<file path="src/rtl/ppa_add_sched.sv">
// Round-robin scheduler that shares one W-bit combinational adder among NREQ requesters.
// Each WORDS*W-bit addition is fed to the adder one slice per cycle, LSB first, with the carry chained.
module ppa_add_sched #(
  parameter int NREQ  = 2,
  parameter int WORDS = 4,
  parameter int W     = 8,
  localparam int IDW  = (NREQ > 1) ? $clog2(NREQ) : 1
) (
  input  logic                    clk,
  input  logic                    rst,
  input  logic [NREQ-1:0]         req_valid,
  output logic [NREQ-1:0]         req_ready,
  input  logic [NREQ*WORDS*W-1:0] req_a,
  input  logic [NREQ*WORDS*W-1:0] req_b,
  input  logic [NREQ-1:0]         req_cin,
  output logic                    rsp_valid,
  input  logic                    rsp_ready,
  output logic [WORDS*W-1:0]      rsp_sum,
  output logic                    rsp_cout,
  output logic [IDW-1:0]          rsp_id,
  output logic                    busy,
  output logic [W-1:0]            add_a,
  output logic [W-1:0]            add_b,
  output logic                    add_cin,
  input  logic [W-1:0]            add_sum,
  input  logic                    add_cout
);

  localparam int OPW = WORDS * W;
  localparam int CW  = (WORDS > 1) ? $clog2(WORDS) : 1;

  typedef enum logic [1:0] {IDLE, RUN, RESP} state_t;

  state_t         state, state_nxt;
  logic [IDW-1:0] rr_ptr, rr_nxt, grant_idx, id;
  logic           grant_any, accept, last;
  logic [OPW-1:0] a_sh, b_sh, res, res_cur;
  logic           carry;
  logic [CW-1:0]  cnt;
  logic [OPW-1:0] op_a [NREQ];
  logic [OPW-1:0] op_b [NREQ];
  int             arb_j;

  for (genvar g = 0; g < NREQ; g++) begin : g_unpack
    assign op_a[g] = req_a[g*OPW +: OPW];
    assign op_b[g] = req_b[g*OPW +: OPW];
  end

  // The slice being produced this cycle replaces its place in the partial result.
  for (genvar g = 0; g < WORDS; g++) begin : g_res
    assign res_cur[g*W +: W] = (cnt == CW'(g)) ? add_sum : res[g*W +: W];
  end

  // Search starts at rr_ptr and wraps, so the most recently served requester goes last.
  always_comb begin
    grant_any = 1'b0;
    grant_idx = '0;
    arb_j     = 0;
    for (int k = 0; k < NREQ; k++) begin
      arb_j = int'(rr_ptr) + k;
      if (arb_j >= NREQ) arb_j = arb_j - NREQ;
      if (!grant_any && req_valid[IDW'(arb_j)]) begin
        grant_any = 1'b1;
        grant_idx = IDW'(arb_j);
      end
    end
  end

  assign rr_nxt = (grant_idx == IDW'(NREQ - 1)) ? '0 : grant_idx + 1'b1;
  assign accept = |(req_valid & req_ready);
  assign last   = (cnt == CW'(WORDS - 1));

  always_ff @(posedge clk) begin
    if (rst) state <= IDLE;
    else     state <= state_nxt;
  end

  always_comb begin
    state_nxt = state;
    case (state)
      IDLE:    if (accept)    state_nxt = RUN;
      RUN:     if (last)      state_nxt = RESP;
      RESP:    if (rsp_ready) state_nxt = IDLE;
      default:                state_nxt = IDLE;
    endcase
  end

  // Adder inputs and req_ready are forced to zero outside their active state and during reset.
  always_comb begin
    req_ready = '0;
    add_a     = '0;
    add_b     = '0;
    add_cin   = 1'b0;
    busy      = (state != IDLE);
    if (state == IDLE && !rst && grant_any) req_ready[grant_idx] = 1'b1;
    if (state == RUN) begin
      add_a   = a_sh[W-1:0];
      add_b   = b_sh[W-1:0];
      add_cin = carry;
    end
  end

  always_ff @(posedge clk) begin
    if (rst) begin
      rr_ptr    <= '0;
      id        <= '0;
      a_sh      <= '0;
      b_sh      <= '0;
      res       <= '0;
      carry     <= 1'b0;
      cnt       <= '0;
      rsp_valid <= 1'b0;
      rsp_sum   <= '0;
      rsp_cout  <= 1'b0;
      rsp_id    <= '0;
    end else begin
      case (state)
        IDLE: if (accept) begin
          a_sh   <= op_a[grant_idx];
          b_sh   <= op_b[grant_idx];
          carry  <= req_cin[grant_idx];
          id     <= grant_idx;
          cnt    <= '0;
          res    <= '0;
          rr_ptr <= rr_nxt;
        end
        RUN: begin
          a_sh  <= a_sh >> W;
          b_sh  <= b_sh >> W;
          carry <= add_cout;
          res   <= res_cur;
          cnt   <= cnt + 1'b1;
          if (last) begin
            rsp_sum   <= res_cur;
            rsp_cout  <= add_cout;
            rsp_id    <= id;
            rsp_valid <= 1'b1;
          end
        end
        RESP: if (rsp_ready) rsp_valid <= 1'b0;
        default: ;
      endcase
    end
  end

endmodule

</file>
<file path="config.mk">
export PLATFORM = sky130hd
export DESIGN_NAME = ppa_add_sched
export DESIGN_NICKNAME = d
export VERILOG_FILES = /design/src/rtl/ppa_add_sched.sv
export SDC_FILE = /design/constraint.sdc
export NUM_CORES = 1
export LEC_CHECK = 0
export CAP_MARGIN = 20
export CORE_ASPECT_RATIO = 0.6
export CORE_MARGIN = 2
export CORE_UTILIZATION = 31
export CTS_CLUSTER_SIZE = 20
export DETAILED_ROUTE_END_ITERATION = 7
export GPL_ROUTABILITY_DRIVEN = 0
export PLACE_DENSITY_LB_ADDON = 0.25
export SETUP_SLACK_MARGIN = 0.1
export SLEW_MARGIN = 20
export SYNTH_ARGS = -nofsm -noshare
export SYNTH_HDL_FRONTEND = slang
export SYNTH_SLANG_ARGS = --single-unit
</file>
<file path="constraint.sdc">
create_clock -name clk -period 4.43 [get_ports clk]
set_input_delay 0.443 -clock clk [delete_from_list [all_inputs] [get_ports clk]]
set_output_delay 0.443 -clock clk [all_outputs]
set_load 0.02 [all_outputs]
</file>
==> flow_summary.toml <==
[synthesis]
synth.avg_cell_area_um2 = 8.417
synth-simple-area-share_pct = 16.83
syn-instance-count = 831
synth_compound_area_share_pct = 34.78
yosysTopAreaCellShare_pct = 37.21
synth_seq_area_share_pct = 37.21
synth_top_family_by_area = "compound AO/OA/AOI/OAI gates"
yosysWarnings = 0
synthesis.nets = 979
synth-seq-cells = 130
synth.distinct_cells = 34
synth_area_leaders = "dfxtp_1 37%, o211ai_1 8.9%, o211ai_2 7.3%"
synthMuxAreaShare_pct = 3.435
yosys.area.top_type = "dfxtp_1"
synth_fa_ha_area_share_pct = 0.7156
syn_area_um2 = 6994
synthXorXnorAreaFrac_pct = 0

[pwr]
p_switching_uw = 851.0
intPower_uw = 2281
clkPwrFrac_pct = 43.7
power_density_nw_per_um2 = 328.8
pwr-share-seq_pct = 40.3
leakagePower_uw = 0.003171
combPwrFrac_pct = 16.0
p_sw_share_pct = 27.17
max-vdd-ir-drop_mv = 0.2406

[routing]
wl_per_cell_um = 19.35
vias = 6786
drt_wl_total_mm = 24.21
routed_via_density = 5.424
top_layer = "met4"
first_pass_iters = 5
met3_length_mm = 1.728
drt_iter0_markers = 560
route.antenna.remaining_nets = 0
route.detailed.drc = 0
wl_met2_mm = 9.540
drt-met1-wl_mm = 12.83

[critical_path]
cp_max_fo = 26
crit_buf_inv = 1
endpoint_kind = "output pin"
cp_top_family = "simple AND/OR/NAND/NOR gates"
required_ps = 3990
crit_chain = "nor2b_4, and2_1, clkdlybuf4s50_1"
max_stage_delay_ps = 740
startpoint_type = "flip-flop"
critical_path_class = "reg -> out"
arrival_ps = 2640
slowest_stage = "nor2b_4"

[clock_network]
cts_tree = "built"
postCtsSetupRepairBufs = 0
cts_buffers = 17
cts_sinks = 130
htreeDepth = 4
holdBufCountCts = 0
path_clk_slew_ps = 50
cts_root_buffer = "clkbuf_16"
cts.path.max_buffers = 2
cts_resized = 0
clock_latency_ps = 420

[grt]
antenna_found_initial = 0
grt_pass1_vias = 6248
grt_max_degree = 116
overflow = 0
grt_use_total_pct = 20.13
grt_pass1_wl_mm = 36.97

[timing]
finClkSkew_ps = 8.891
rsz0062_at_grt = "no"
relSlewSlack_pct = 26.89
max_freq_ghz = 0.3245
post-route-min-period_ps = 3082
slew_violations = 0
tns_ps = 0
finalHoldViolations = 0
tightest_slew_ps = 1097
setup_viol = 0
whs_ps = 408.1
finalCritPeriodShare_pct = 69.57

[floorplanning]
die_x_um = 197.9
ioPinCount = 199
die_h_um = 120.4
num_rows = 42
core_area_um2 = 22070
initial_core_util_pct = 31.69
dieArea_um2 = 23820

[layout]
n_antenna_cell = 0
finalNetCount = 1101
area_growth_pct = 36.19
drive_gt1_share_pct = 9.430

[min_path]
min_path_type = "in -> reg"

[placement]
dp_hpwl_mm = 16.01
port-buffer-count = 198

[status]
outcome = "finished clean"

[run]
drv_cap = 0
==> registers in the layout (all words and copies together), names as in the netlist <==
signal	flops
rsp_id	1
cnt	2
carry	1
rr_ptr	1
b_sh	32
state	2
a_sh	32
id	1
rsp_cout	1
rsp_sum	32
res	24
rsp_valid	1
==> cells by family (layout without fill, tap and decap cells) <==
group                    Yosys count  after routing
AO/OA/AOI/OAI                    321            321
adder cells (fa/ha/maj)            4              4
buffers and inverters            109            243
flip-flops                       130            130
multiplexers                      24             24
AND/OR/NAND/NOR                  243            243
==> path summary, 6_finish.rpt <==
kind,slack (ps),end,startpoint,depth (start not counted)
worst max-delay path,1350,add_a[0],state[0],3
worst max register to register,2130,a_sh[16],state[0],4
worst min register to register,450,rsp_sum[29],rsp_sum[29],2
worst min-delay path,410,state[1],rst,2
==> cells in the final DEF (no fill, tap or decap), types with 2 or more instances in the layout <==
cell type / Yosys / routed
clkdlybuf4s50_1: 0 / 196
dfxtp_1: 130 / 129
nand2_1: 113 / 113
o211ai_1: 83 / 83
a21oi_1: 57 / 57
and3_1: 49 / 49
a21boi_0: 49 / 49
a31oi_1: 49 / 49
o211ai_2: 41 / 41
nor2_1: 29 / 29
mux2i_1: 24 / 24
a211oi_1: 24 / 24
and2_1: 18 / 18
clkbuf_16: 0 / 17
nand3_1: 16 / 16
a311oi_1: 16 / 16
buf_4: 1 / 13
nand3b_1: 4 / 4
ha_1: 4 / 4
clkbuf_1: 69 / 4
inv_1: 3 / 3
and3b_1: 4 / 3
clkinvlp_4: 0 / 3
nand2b_2: 0 / 2
bufinv_16: 0 / 2
clkinv_2: 0 / 2
==> synthesized netlist by cell type <==
master / count
o211ai_2: 41
and3_1: 49
nor2_4: 1
nor2b_1: 1
nand3_1: 16
or2_2: 1
buf_1: 8
nand2b_1: 3
or4b_1: 1
clkbuf_2: 1
o21a_1: 1
a31oi_1: 49
and2b_1: 1
o211ai_1: 83
buf_2: 20
a2bb2oi_1: 1
nor3_1: 1
nand2_1: 113
inv_1: 3
ha_1: 4
buf_4: 1
buf_6: 7
a21oi_1: 57
mux2i_1: 24
and2_1: 18
a211oi_1: 24
nand3b_1: 4
dfxtp_1: 130
nor4b_2: 1
nor2_1: 29
a311oi_1: 16
a21boi_0: 49
clkbuf_1: 69
and3b_1: 4
==> power groups by stage <==
stage	Combinational, uW	Clock [uW]	Sequential, uW
4_1_cts	504	1400	1260
3_3_place_gp	500	0	1290
2_1_floorplan	300	0	1260
5_1_grt	544	1460	1270
6_report	501	1370	1260
3_5_place_dp	501	0	1290
==> cell type report <==
| class | instances | area [um^2] |
|---|---|---|
| Fill cell | 2214 | 12550 |
| Multi-Input combinational cell | 592 | 3929 |
| Sequential cell | 130 | 2606 |
| Timing Repair Buffer | 209 | 2059 |
| Clock buffer | 22 | 454.2 |
| Tap cell | 286 | 357.8 |
| Clock inverter | 9 | 107.6 |
| Inverter | 3 | 11.26 |
==> metal layers <==
| layer | up-vias | track usage [%] |
|---|---|---|
| met1 | 3229 | 31.62 |
| met3 | 12 | 4.770 |
| met2 | 220 | 26.80 |
| met5 | - | 0 |
| li1 | 3325 | - |
| met4 | 0 | 4.887 |
==> stage by stage <==
step                      cell area, um^2  worst slack (ps)  util, %  total power, uW  instances
after floorplan                      6994              2248        -             1562        831
after global placement               8964              1804    40.61             1787       1220
after detailed placement             8964              1762    40.61             1787       1220
after CTS                            9525              1306    43.16             3163       1251
after global routing                 9525              1164    43.16             3272       1251
final                                9525              1348    43.16             3132       1251
No activity file was read; power rests on OpenSTA's default activity.
